<file path="config.mk">
export PLATFORM = sky130hd
export DESIGN_NAME = tetris_pixel_renderer
export DESIGN_NICKNAME = d
export VERILOG_FILES = /design/src/rtl/tetris_pkg.sv /design/src/rtl/tetris_cell_locator.sv /design/src/rtl/tetris_pixel_renderer.sv
export SDC_FILE = /design/constraint.sdc
export NUM_CORES = 1
export LEC_CHECK = 0
export ABC_AREA = 1
export BUFFER_PORTS_ARGS = -buffer_cell sky130_fd_sc_hd__buf_2
export CAP_MARGIN = 20
export CELL_PAD_IN_SITES_DETAIL_PLACEMENT = 1
export CELL_PAD_IN_SITES_GLOBAL_PLACEMENT = 1
export CORE_MARGIN = 2
export CORE_UTILIZATION = 49
export CTS_BUF_LIST = sky130_fd_sc_hd__clkbuf_16
export DETAILED_ROUTE_END_ITERATION = 10
export GPL_TIMING_DRIVEN = 0
export PLACE_DENSITY_LB_ADDON = 0.15
export SYNTH_ARGS = -nofsm -noshare
export SYNTH_HDL_FRONTEND = slang
export SYNTH_HIERARCHICAL = 1
export SYNTH_SLANG_ARGS = --single-unit
</file>
<file path="constraint.sdc">
create_clock -name Clk -period 19.97 [get_ports Clk]
set_clock_uncertainty 0.05 [all_clocks]
set_input_delay 1.997 -clock Clk [delete_from_list [all_inputs] [get_ports Clk]]
set_output_delay 1.997 -clock Clk [all_outputs]
set_load 0.02 [all_outputs]
</file>
<file path="src/rtl/tetris_pkg.sv">
// ============================================================================
// Module      : tetris_pkg
// Description : Shared geometry, palette codes and pixel classes for the
//               Tetris playfield renderer.
// Revision    : 1.0 - initial release
// ============================================================================
`default_nettype none

package tetris_pkg;

    localparam int c_board_x0  = 220;
    localparam int c_board_y0  = 40;
    localparam int c_cell_px   = 20;
    localparam int c_cols      = 10;
    localparam int c_rows      = 20;
    localparam int c_frame_px  = 4;

    // Reciprocal of 20 scaled by 2^12; exact for offsets 0..399.
    localparam int c_div_mul   = 205;
    localparam int c_div_shift = 12;

    localparam int c_col_w     = 4;
    localparam int c_row_w     = 5;
    localparam int c_sub_w     = 5;
    localparam int c_addr_w    = 8;

    localparam logic [3:0] c_color_empty = 4'h0;
    localparam logic [3:0] c_color_grid  = 4'hc;
    localparam logic [3:0] c_color_edge  = 4'hd;
    localparam logic [3:0] c_color_frame = 4'he;
    localparam logic [3:0] c_color_bg    = 4'hf;

    typedef enum logic [1:0] {
        PIX_BG    = 2'd0,
        PIX_FRAME = 2'd1,
        PIX_CELL  = 2'd2
    } pixel_class_t;

endpackage

`default_nettype wire

</file>
<file path="src/rtl/tetris_cell_locator.sv">
// ============================================================================
// Module      : tetris_cell_locator
// Description : Combinational mapping of a screen pixel onto playfield cell,
//               in-cell offset and frame-ring membership.
// Revision    : 1.0 - initial release
// ============================================================================
`default_nettype none

module tetris_cell_locator
    import tetris_pkg::*;
#(
    parameter int BOARD_X0 = c_board_x0,
    parameter int BOARD_Y0 = c_board_y0,
    parameter int CELL_PX  = c_cell_px,
    parameter int COLS     = c_cols,
    parameter int ROWS     = c_rows,
    parameter int FRAME_PX = c_frame_px
) (
    input  logic [9:0]         i_draw_x,
    input  logic [9:0]         i_draw_y,
    output logic               o_in_board,
    output logic               o_in_frame,
    output logic [c_row_w-1:0] o_row,
    output logic [c_col_w-1:0] o_col,
    output logic [c_sub_w-1:0] o_sub_x,
    output logic [c_sub_w-1:0] o_sub_y
);

    localparam int c_board_w = COLS * CELL_PX;
    localparam int c_board_h = ROWS * CELL_PX;

    logic signed [10:0] w_off_x;
    logic signed [10:0] w_off_y;
    logic               w_in_x;
    logic               w_in_y;
    logic               w_ring_x;
    logic               w_ring_y;
    logic [8:0]         w_ox;
    logic [8:0]         w_oy;
    logic [17:0]        w_prod_x;
    logic [17:0]        w_prod_y;
    logic [8:0]         w_sub_x_full;
    logic [8:0]         w_sub_y_full;
    logic               w_unused;

    assign w_off_x = $signed({1'b0, i_draw_x}) - $signed(11'(BOARD_X0));
    assign w_off_y = $signed({1'b0, i_draw_y}) - $signed(11'(BOARD_Y0));

    assign w_in_x   = (w_off_x >= 11'sd0) && (w_off_x < $signed(11'(c_board_w)));
    assign w_in_y   = (w_off_y >= 11'sd0) && (w_off_y < $signed(11'(c_board_h)));
    assign w_ring_x = (w_off_x >= -$signed(11'(FRAME_PX)))
                   && (w_off_x < $signed(11'(c_board_w + FRAME_PX)));
    assign w_ring_y = (w_off_y >= -$signed(11'(FRAME_PX)))
                   && (w_off_y < $signed(11'(c_board_h + FRAME_PX)));

    assign o_in_board = w_in_x && w_in_y;
    assign o_in_frame = w_ring_x && w_ring_y && !o_in_board;

    // Row/col are only meaningful inside the board, where offsets fit 9 bits.
    assign w_ox     = w_off_x[8:0];
    assign w_oy     = w_off_y[8:0];
    assign w_prod_x = 18'(w_ox) * 18'(c_div_mul);
    assign w_prod_y = 18'(w_oy) * 18'(c_div_mul);
    assign o_col    = w_prod_x[c_div_shift +: c_col_w];
    assign o_row    = w_prod_y[c_div_shift +: c_row_w];

    assign w_sub_x_full = w_ox - 9'(o_col) * 9'(CELL_PX);
    assign w_sub_y_full = w_oy - 9'(o_row) * 9'(CELL_PX);
    assign o_sub_x      = w_sub_x_full[c_sub_w-1:0];
    assign o_sub_y      = w_sub_y_full[c_sub_w-1:0];

    assign w_unused = ^{w_prod_x[c_div_shift-1:0], w_prod_x[17:c_div_shift+c_col_w],
                        w_prod_y[c_div_shift-1:0], w_prod_y[17:c_div_shift+c_row_w],
                        w_sub_x_full[8:c_sub_w], w_sub_y_full[8:c_sub_w]};

endmodule

`default_nettype wire

</file>
<file path="src/rtl/tetris_pixel_renderer.sv">
// ============================================================================
// Module      : tetris_pixel_renderer
// Description : Two-stage pixel pipeline producing palette codes for the
//               playfield, falling piece, frame ring and grid shading.
// Revision    : 1.0 - initial release
// ============================================================================
`default_nettype none

module tetris_pixel_renderer
    import tetris_pkg::*;
#(
    parameter int BOARD_X0 = c_board_x0,
    parameter int BOARD_Y0 = c_board_y0,
    parameter int CELL_PX  = c_cell_px,
    parameter int COLS     = c_cols,
    parameter int ROWS     = c_rows,
    parameter int FRAME_PX = c_frame_px
) (
    input  logic        Clk,
    input  logic        Reset,
    input  logic        pix_valid,
    input  logic [9:0]  DrawX,
    input  logic [9:0]  DrawY,
    input  logic        frame_start,
    input  logic        piece_en,
    input  logic [4:0]  piece_col,
    input  logic [5:0]  piece_row,
    input  logic [15:0] piece_mask,
    input  logic [3:0]  piece_color,
    output logic        board_rd,
    output logic [7:0]  board_addr,
    input  logic [3:0]  board_data,
    output logic [3:0]  color,
    output logic        color_valid
);

    logic                w_in_board;
    logic                w_in_frame;
    logic [c_row_w-1:0]  w_row;
    logic [c_col_w-1:0]  w_col;
    logic [c_sub_w-1:0]  w_sub_x;
    logic [c_sub_w-1:0]  w_sub_y;

    tetris_cell_locator #(
        .BOARD_X0 (BOARD_X0),
        .BOARD_Y0 (BOARD_Y0),
        .CELL_PX  (CELL_PX),
        .COLS     (COLS),
        .ROWS     (ROWS),
        .FRAME_PX (FRAME_PX)
    ) u_locator (
        .i_draw_x   (DrawX),
        .i_draw_y   (DrawY),
        .o_in_board (w_in_board),
        .o_in_frame (w_in_frame),
        .o_row      (w_row),
        .o_col      (w_col),
        .o_sub_x    (w_sub_x),
        .o_sub_y    (w_sub_y)
    );

    logic        r_pc_en;
    logic [4:0]  r_pc_col;
    logic [5:0]  r_pc_row;
    logic [15:0] r_pc_mask;
    logic [3:0]  r_pc_color;

    always_ff @(posedge Clk or negedge Reset) begin
        if (!Reset) begin
            r_pc_en    <= 1'b0;
            r_pc_col   <= '0;
            r_pc_row   <= '0;
            r_pc_mask  <= '0;
            r_pc_color <= '0;
        end else if (frame_start) begin
            r_pc_en    <= piece_en;
            r_pc_col   <= piece_col;
            r_pc_row   <= piece_row;
            r_pc_mask  <= piece_mask;
            r_pc_color <= piece_color;
        end
    end

    // Hit test runs against the shadow seen at acceptance time, so a pixel
    // sharing its cycle with frame_start still uses the old piece.
    logic signed [6:0] w_dr;
    logic signed [6:0] w_dc;
    logic              w_hit;
    logic              w_edge;
    logic              w_rd;
    logic [7:0]        w_addr;
    logic [7:0]        r_addr_hold;
    pixel_class_t      w_class;

    assign w_dr   = $signed({2'b00, w_row}) - $signed({r_pc_row[5], r_pc_row});
    assign w_dc   = $signed({3'b000, w_col}) - $signed({{2{r_pc_col[4]}}, r_pc_col});
    assign w_hit  = r_pc_en && (w_dr[6:2] == 5'd0) && (w_dc[6:2] == 5'd0)
                 && r_pc_mask[{w_dr[1:0], w_dc[1:0]}];
    assign w_edge = (w_sub_x == c_sub_w'(CELL_PX - 1)) || (w_sub_y == c_sub_w'(CELL_PX - 1));

    assign w_class = w_in_board ? PIX_CELL : (w_in_frame ? PIX_FRAME : PIX_BG);

    assign w_rd       = Reset && pix_valid && w_in_board;
    assign w_addr     = 8'(w_row) * 8'(COLS) + 8'(w_col);
    assign board_rd   = w_rd;
    assign board_addr = w_rd ? w_addr : r_addr_hold;

    always_ff @(posedge Clk or negedge Reset) begin
        if (!Reset) begin
            r_addr_hold <= '0;
        end else if (w_rd) begin
            r_addr_hold <= w_addr;
        end
    end

    logic         r_s1_valid;
    pixel_class_t r_s1_class;
    logic         r_s1_edge;
    logic         r_s1_hit;
    logic [3:0]   r_s1_pcolor;

    always_ff @(posedge Clk or negedge Reset) begin
        if (!Reset) begin
            r_s1_valid  <= 1'b0;
            r_s1_class  <= PIX_BG;
            r_s1_edge   <= 1'b0;
            r_s1_hit    <= 1'b0;
            r_s1_pcolor <= '0;
        end else begin
            r_s1_valid  <= pix_valid;
            r_s1_class  <= w_class;
            r_s1_edge   <= w_edge;
            r_s1_hit    <= w_hit;
            r_s1_pcolor <= r_pc_color;
        end
    end

    logic [3:0] w_color_next;

    always_comb begin
        w_color_next = c_color_bg;
        case (r_s1_class)
            PIX_FRAME: w_color_next = c_color_frame;
            PIX_CELL: begin
                if (r_s1_hit) begin
                    w_color_next = r_s1_edge ? c_color_edge : r_s1_pcolor;
                end else if (board_data != c_color_empty) begin
                    w_color_next = r_s1_edge ? c_color_edge : board_data;
                end else begin
                    w_color_next = r_s1_edge ? c_color_grid : c_color_empty;
                end
            end
            default: w_color_next = c_color_bg;
        endcase
    end

    always_ff @(posedge Clk or negedge Reset) begin
        if (!Reset) begin
            color       <= c_color_bg;
            color_valid <= 1'b0;
        end else begin
            color_valid <= r_s1_valid;
            if (r_s1_valid) begin
                color <= w_color_next;
            end
        end
    end

endmodule

`default_nettype wire

</file>
==> metrics.txt, run 1 <==
multi-input logic area=0.00427 mm²; Hold Path Class=flip-flop to flip-flop; DR pass1 iterations=4; Crit path top cell by count=nand2_1; Die Area=0.0138 mm²; slowest stage delay, CP=540 ps; worst slew pin tran=646 ps; Inserted Clock Buffers=5; post-synthesis sequential area ratio=0.215; post-route ant nets=0; post-synth cell types=40; Root Driver=clkbuf_16; status=finished clean; top cell type's share of synthesized area=0.228; Slew Viols, Final=0; # IOs=74; HPWL Detailed=13700 µm; leak pwr=4.00 nW; RSZ-0062 raised after global routing=no; deepest clock path buffer count=2; worst-case reg-to-reg path depth=10; postcts setup bufs=0; Fmax=95.3 MHz; vias in the first global route=5834; Async SR Flop Fraction=1.00; Top FF cell, synth=dfrtp_1; hold_buf cts=0; synthesized area=0.00632 mm²; Finished Cell Area=0.00705 mm²; Synth Warn #=6; Fin Setup TNS=0 ps; Total Routing Usage GR=0.234; pwr dens=157 mW/mm²; initial antenna violation count=0; Inserted Diodes=0; Crit. End Element=output pin; max-cap violations=0; Post-Syn Nets=993; Sink Count=54; # setup viols final=0; Max-Slew Margin vs Limit=0.569; GP Congestion=0.823; CP max FO=6; post-synthesis sequential element count=54; initial core utilization=0.500; worst vdd ir=60.8 µV; startpoint types=input pin; core area=0.0126 mm²; Worst Path Required=17920 ps; pin count of the biggest net entering global routing=30; Die Wd=118 µm; final WL=15600 µm; Max stage delay cell, worst path=fa_1; clock latency on the worst-skew pair=290 ps; Hold Crit Depth=0; CTS tree=built; ranking of synthesized cells by area=ha_1 (23%), dfrtp_1 (20%), fa_1 (10%), nand2_1 (9.9%), inv_1 (8.7%); WL/cell=15.1 µm; final hold viol count=0; Arr. time, crit path=8440 ps; Area after DPL=0.00691 mm²; Tmin final=10490 ps; Mean Syn Cell Area=8.05 µm²; area delta synth->final=11.6%; # fillers=1628; Tcrit/Tclk final=0.525; Yosys top cell by area=ha_1; layout net count=1073; Port Buffer Count=72; final core utilization=0.559; Congestion Overflow GR=0; Setup Crit Path Kind=input pin to output pin; Cells after Synth=785; register area=0.00136 mm²; Max H-tree Level=2; clock-pin slew on the worst setup and hold paths=70 ps; mean number of vias per cell=5.11; drt initial violations=167; first-pass GRT wire length=26900 µm; num rows=41; DR DRC count=0; die height=118 µm; CTS resizes=0; Via Count=5308; number of flops mapped to enable cells by yosys=0; share of layout cells above drive strength 1=0.158
routing by layer:
metal / track usage / share of wire
met4: 0.0520 / 0.012
met5: 0 / 0
met2: 0.438 / 0.52
met1: 0.293 / 0.44
met3: 0.0213 / 0.023
metrics by stage:
step	setup slack [ps]	instances	total power, mW	hold slack, ps
finish	9480	1038	1.11	321
global route	9050	1038	1.25	326
CTS	9490	1038	1.12	321
detailed placement	9500	1030	1.03	306
global placement	9710	1029	0.974	301
floorplan	10580	785	0.799	297
final cells by class:
cell class,count,area share
buffer,11,0.0117
multi-input combinational,558,0.606
timing repair buffer,73,0.0540
sequential,54,0.192
clock buffer,5,0.0177
inverter,162,0.0863
tap,172,0.0305
clock inverter,3,0.00177
path summary, 6_finish.rpt:
check                         startpoint        endpoint  slack (ps)
setup / recovery                DrawY[3]   board_addr[7]        9480
hold / removal             r_pc_color[2]  r_s1_pcolor[2]         320
setup reg to reg             r_pc_col[0]        r_s1_hit       18060
hold reg to reg            r_pc_color[2]  r_s1_pcolor[2]         320
max in group asynchronous          Reset        color[2]       17560
min in group asynchronous          Reset      r_s1_valid        1680
synth_stat cells (2+ instances only):
cell      count
inv_2        12
buf_2         3
fa_1         33
nor2_2        2
clkinv_1      3
nand4_1      12
nor3_1        7
o21ai_0       8
buf_4         6
nand2_2       4
nand3_2       3
inv_1       147
o211ai_1      2
nand2_1     166
xnor2_1      10
ha_1        115
nor2_1       49
mux2_4       16
nand3b_1      3
dfstp_2       4
o21bai_1      4
nand3_1      48
o21ai_1      21
buf_6         2
a21oi_1      25
mux2_1        4
xor2_1       14
dfrtp_1      50
layout by cell type, fill, tap and decap left out, types with 2 or more instances in the layout:
master and n:
a21oi_1 25, buf_2 75, buf_4 6, buf_6 2
clkbuf_16 5, clkinv_1 4, dfrtp_1 50, dfstp_2 4
fa_1 33, ha_1 115, inv_1 148, inv_2 12
mux2_1 4, mux2_4 16, nand2_1 166, nand2_2 4
nand3_1 48, nand3_2 3, nand3b_1 3, nand4_1 12
nor2_1 49, nor2_2 2, nor3_1 7, o211ai_1 2
o21ai_0 8, o21ai_1 21, o21bai_1 4, xnor2_1 10
xor2_1 14
sequential cells by signal (all words and copies together), names as in the netlist:
register     count
r_s1_valid       1
r_pc_color       4
r_s1_edge        1
color_valid      1
r_s1_pcolor      4
r_pc_mask       16
r_pc_col         5
r_addr_hold      8
r_s1_hit         1
r_pc_en          1
r_pc_row         6
r_s1_class       2
color            4
worst max-delay path, delay by kind of cell:
family | cells | cell delay, ps
xor+xnor | 2 | 580
simple gates | 10 | 910
buf+inv | 10 | 970
fa+ha+maj | 9 | 3470
compound gates | 3 | 500
kinds of logic after synthesis:
family                   count (synthesis)  synth area share
AND/OR/NAND/NOR                        299             0.204
flip-flops                              54             0.215
XOR/XNOR                                25            0.0359
AO/OA/AOI/OAI                           66            0.0584
adder cells (fa/ha/maj)                148             0.332
buffers and inverters                  173             0.109
multiplexers                            20            0.0452
report_power, final:
group	total (mW)	switching, mW	internal, mW	leakage, nW
clock network	0.0844	0.0390	0.0455	0.0724
registers	0.134	0.00706	0.127	0.649
logic	0.892	0.554	0.338	3.27
Note: power is estimated with default switching activity, not from simulation.
==> run 2: changes to the inputs <==
ABC_AREA = 0   (was 1)
CORE_UTILIZATION = 42   (was 49)
clock period = 8.9 ns   (was 19.97 ns; I/O delays follow)
==> metrics.txt, run 2 <==
Inserted Clock Buffers=5 (unchanged); Tmin final=8530 ps; critical path's top delay family=adder cells (unchanged); synthesized area=0.00585 mm² (was 0.00632 mm²); worst vdd ir=172 µV (was 60.8 µV); final WL=13500 µm (was 15600 µm); worst reg2reg path startpoint=r_pc_row[0] (was r_pc_col[0]); WL/cell=16.0 µm (was 15.1 µm); Sink Count=54 (unchanged); multi-input logic area=0.00407 mm² (was 0.00427 mm²); pin count of the biggest net entering global routing=41 (was 30); HPWL Detailed=11700 µm (was 13700 µm); Mean Syn Cell Area=10.0 µm² (was 8.05 µm²); most common cell after layout, fill and taps aside=ha_1 (was nand2_1); hold slack final=322 ps (was 321 ps); Regs by FF count=r_pc_mask x16, r_addr_hold x8, r_pc_row x6 (unchanged); combinational share of power=0.794 (was 0.803); CTS tree=built (unchanged); Async SR Flop Fraction=1.00 (unchanged); drt initial violations=102 (was 167); deepest clock path buffer count=2 (unchanged); sw frac=0.484 (was 0.540); # fillers=1586 (was 1628); clock-pin slew on the worst setup and hold paths=70 ps (about the same); CP Buf/Inv Count=7 (was 10); Commonest cells post-synth=ha_1 (115), inv_1 (107), dfrtp_1 (50), nand2_1 (35), fa_1 (33) (was nand2_1 (166), inv_1 (147), ha_1 (115), dfrtp_1 (50), nor2_1 (49)); vias in the first global route=4657 (was 5834); Via Count=4260 (was 5308); status=finished clean (unchanged); Top FF cell, synth=dfrtp_1 (unchanged); first-pass GRT wire length=22300 µm (was 26900 µm); CP max FO=6 (unchanged); Worst R2R Setup Slack=6680 ps (was 18060 ps); max reg flops=16 (unchanged); cell with the most instances after synthesis=ha_1 (was nand2_1); Port Buffer Count=72 (unchanged); Crit. End Element=output pin (unchanged); slowest stage delay, CP=530 ps (was 540 ps); Yosys top cell by area=ha_1 (unchanged); GP Congestion=0.838 (was 0.823); Seq pwr share=0.120 (was 0.121); Int Power=1.28 mW (was 510 µW); die height=122 µm (was 118 µm); max-cap violations=0 (unchanged); final hold viol count=0 (unchanged); DR pass1 iterations=4 (unchanged); share of layout cells above drive strength 1=0.198 (was 0.158); pwr dens=373 mW/mm² (was 157 mW/mm²); Die Area=0.0149 mm² (was 0.0138 mm²); Root Driver=clkbuf_16 (unchanged); Max H-tree Level=2 (unchanged); most frequent cells in the layout=ha_1 (114), inv_1 (106), buf_2 (72) (was nand2_1 (166), inv_1 (148), ha_1 (115)); post-synthesis sequential element count=54 (unchanged); area delta synth->final=13.9% (was 11.6%); post-synthesis sequential area ratio=0.232 (was 0.215); startpoint types=input pin (unchanged); Tot Pwr=2.49 mW (was 1.11 mW); critical path startpoint=DrawY[3] (unchanged); # setup viols final=0 (unchanged); clock latency on the worst-skew pair=290 ps (about the same); register area=0.00136 mm² (unchanged); clock share of power=0.086 (was 0.076); R2R Path End=r_s1_hit (unchanged); # IOs=74 (unchanged); initial antenna violation count=0 (unchanged); layout net count=874 (was 1073); top cell type's share of synthesized area=0.246 (was 0.228); ranking of synthesized cells by area=ha_1 (25%), dfrtp_1 (21%), fa_1 (11%), inv_1 (6.9%), mux2_2 (4.6%) (was ha_1 (23%), dfrtp_1 (20%), fa_1 (10%), nand2_1 (9.9%), inv_1 (8.7%)); Setup Crit Path Kind=input pin to output pin (unchanged); worst-case reg-to-reg path depth=6 (was 10); Congestion Overflow GR=0 (unchanged); Tcrit/Tclk final=0.959; critical path depth=29 (was 34); leak pwr=3.48 nW (was 4.00 nW); Max stage delay cell, worst path=fa_1 (unchanged); Inserted Diodes=0 (unchanged); Post-Syn Nets=792 (was 993); Total Routing Usage GR=0.191 (was 0.234); Slew Viols, Final=0 (unchanged); Die Wd=122 µm (was 118 µm); Arr. time, crit path=7590 ps (was 8440 ps); Worst Path Required=7960 ps (was 17920 ps); Fmax=117 MHz; initial core utilization=0.426 (was 0.500); mean number of vias per cell=5.04 (was 5.11); Psw=1.21 mW (was 600 µW); post-route ant nets=0 (unchanged); Cells after Synth=584 (was 785); Max-Slew Margin vs Limit=0.534 (was 0.569); Synth Warn #=6 (unchanged); worst slew pin tran=700 ps (was 646 ps); core area=0.0137 mm² (was 0.0126 mm²); CP endpoint=board_addr[7] (unchanged); DR DRC count=0 (unchanged); number of flops mapped to enable cells by yosys=0 (unchanged); Top reg by flops=r_pc_mask (unchanged); post-synth cell types=55 (was 40); Hold Path Class=flip-flop to flip-flop (unchanged); num rows=43 (was 41)
==> run 2: cell count changes in the layout (fill, tap and decap cells not counted), moves of 11 or more <==
cell,delta
inv_1,-42
inv_2,-11
mux2_2,+24
mux2_4,-16
nand2_1,-132
nand3_1,-41
nor2_1,-27
o21ai_0,+12
o21ai_1,-13
xnor2_1,+11
==> run 2: cell type report <==
class                      count  share of cell area
multi-input combinational    412               0.610
sequential                    54               0.204
inverter                     108              0.0614
timing repair buffer          75              0.0593
tap                          180              0.0338
clock buffer                   5              0.0188
buffer                        10             0.00789
clock inverter                 2             0.00507
==> run 2: logic make-up after synthesis <==
kind of cell | after synthesis | synth area share
AO/OA/AOI/OAI | 81 | 0.0907
multiplexers | 37 | 0.0804
AND/OR/NAND/NOR | 102 | 0.0879
XOR/XNOR | 44 | 0.0721
flip-flops | 54 | 0.232
adder cells (fa/ha/maj) | 148 | 0.359
buffers and inverters | 118 | 0.0783
==> run 2: worst min path at each step <==
stage                             start              to  slack [ps]  cells past startpoint
after floorplan           r_pc_color[0]  r_s1_pcolor[0]         300                      0
after global placement    r_pc_color[3]  r_s1_pcolor[3]         300                      0
after detailed placement  r_pc_color[2]  r_s1_pcolor[2]         310                      0
after CTS                 r_pc_color[2]  r_s1_pcolor[2]         330                      0
after global routing      r_pc_color[3]  r_s1_pcolor[3]         340                      0
final                     r_pc_color[2]  r_s1_pcolor[2]         320                      0
==> run 2: repair_timing <==
action                     in CTS  in global routing
setup endpoints to repair       2                  2
hold buffers                    0                  0
pin swaps                       0                  2
setup buffers                   1                  1
gates resized for setup         3                  4
==> run 2: through the flow <==
stage,area [µm²],cells,setup TNS (ps),util,setup WS [ps]
2_1_floorplan,5850,584,0,-,930
3_3_place_gp,6440,836,-49.4,0.469,-41.4
3_5_place_dp,6460,837,-391,0.471,-204
4_1_cts,6640,845,0,0.484,118
5_1_grt,6660,846,-18.9,0.486,-18.9
6_report,6660,846,0,0.486,367
==> run 2: power groups by stage <==
| stage | combinational, mW | clock, mW | sequential (mW) |
|---|---|---|---|
| after floorplan | 1.48 | 0 | 0.301 |
| after global placement | 1.88 | 0 | 0.300 |
| final | 1.98 | 0.214 | 0.297 |
| after detailed placement | 1.97 | 0 | 0.302 |
| after CTS | 1.99 | 0.221 | 0.297 |
| after global routing | 2.26 | 0.230 | 0.302 |
==> run 2: per-layer routing <==
metal	vias up	wire [µm]	share of wire	global-route usage
met2	63	6650	0.49	0.336
met4	0	133	0.0098	0.0445
met1	2071	6390	0.47	0.252
met5	-	0	0	0
met3	7	347	0.026	0.0187
li1	2119	-	-	-
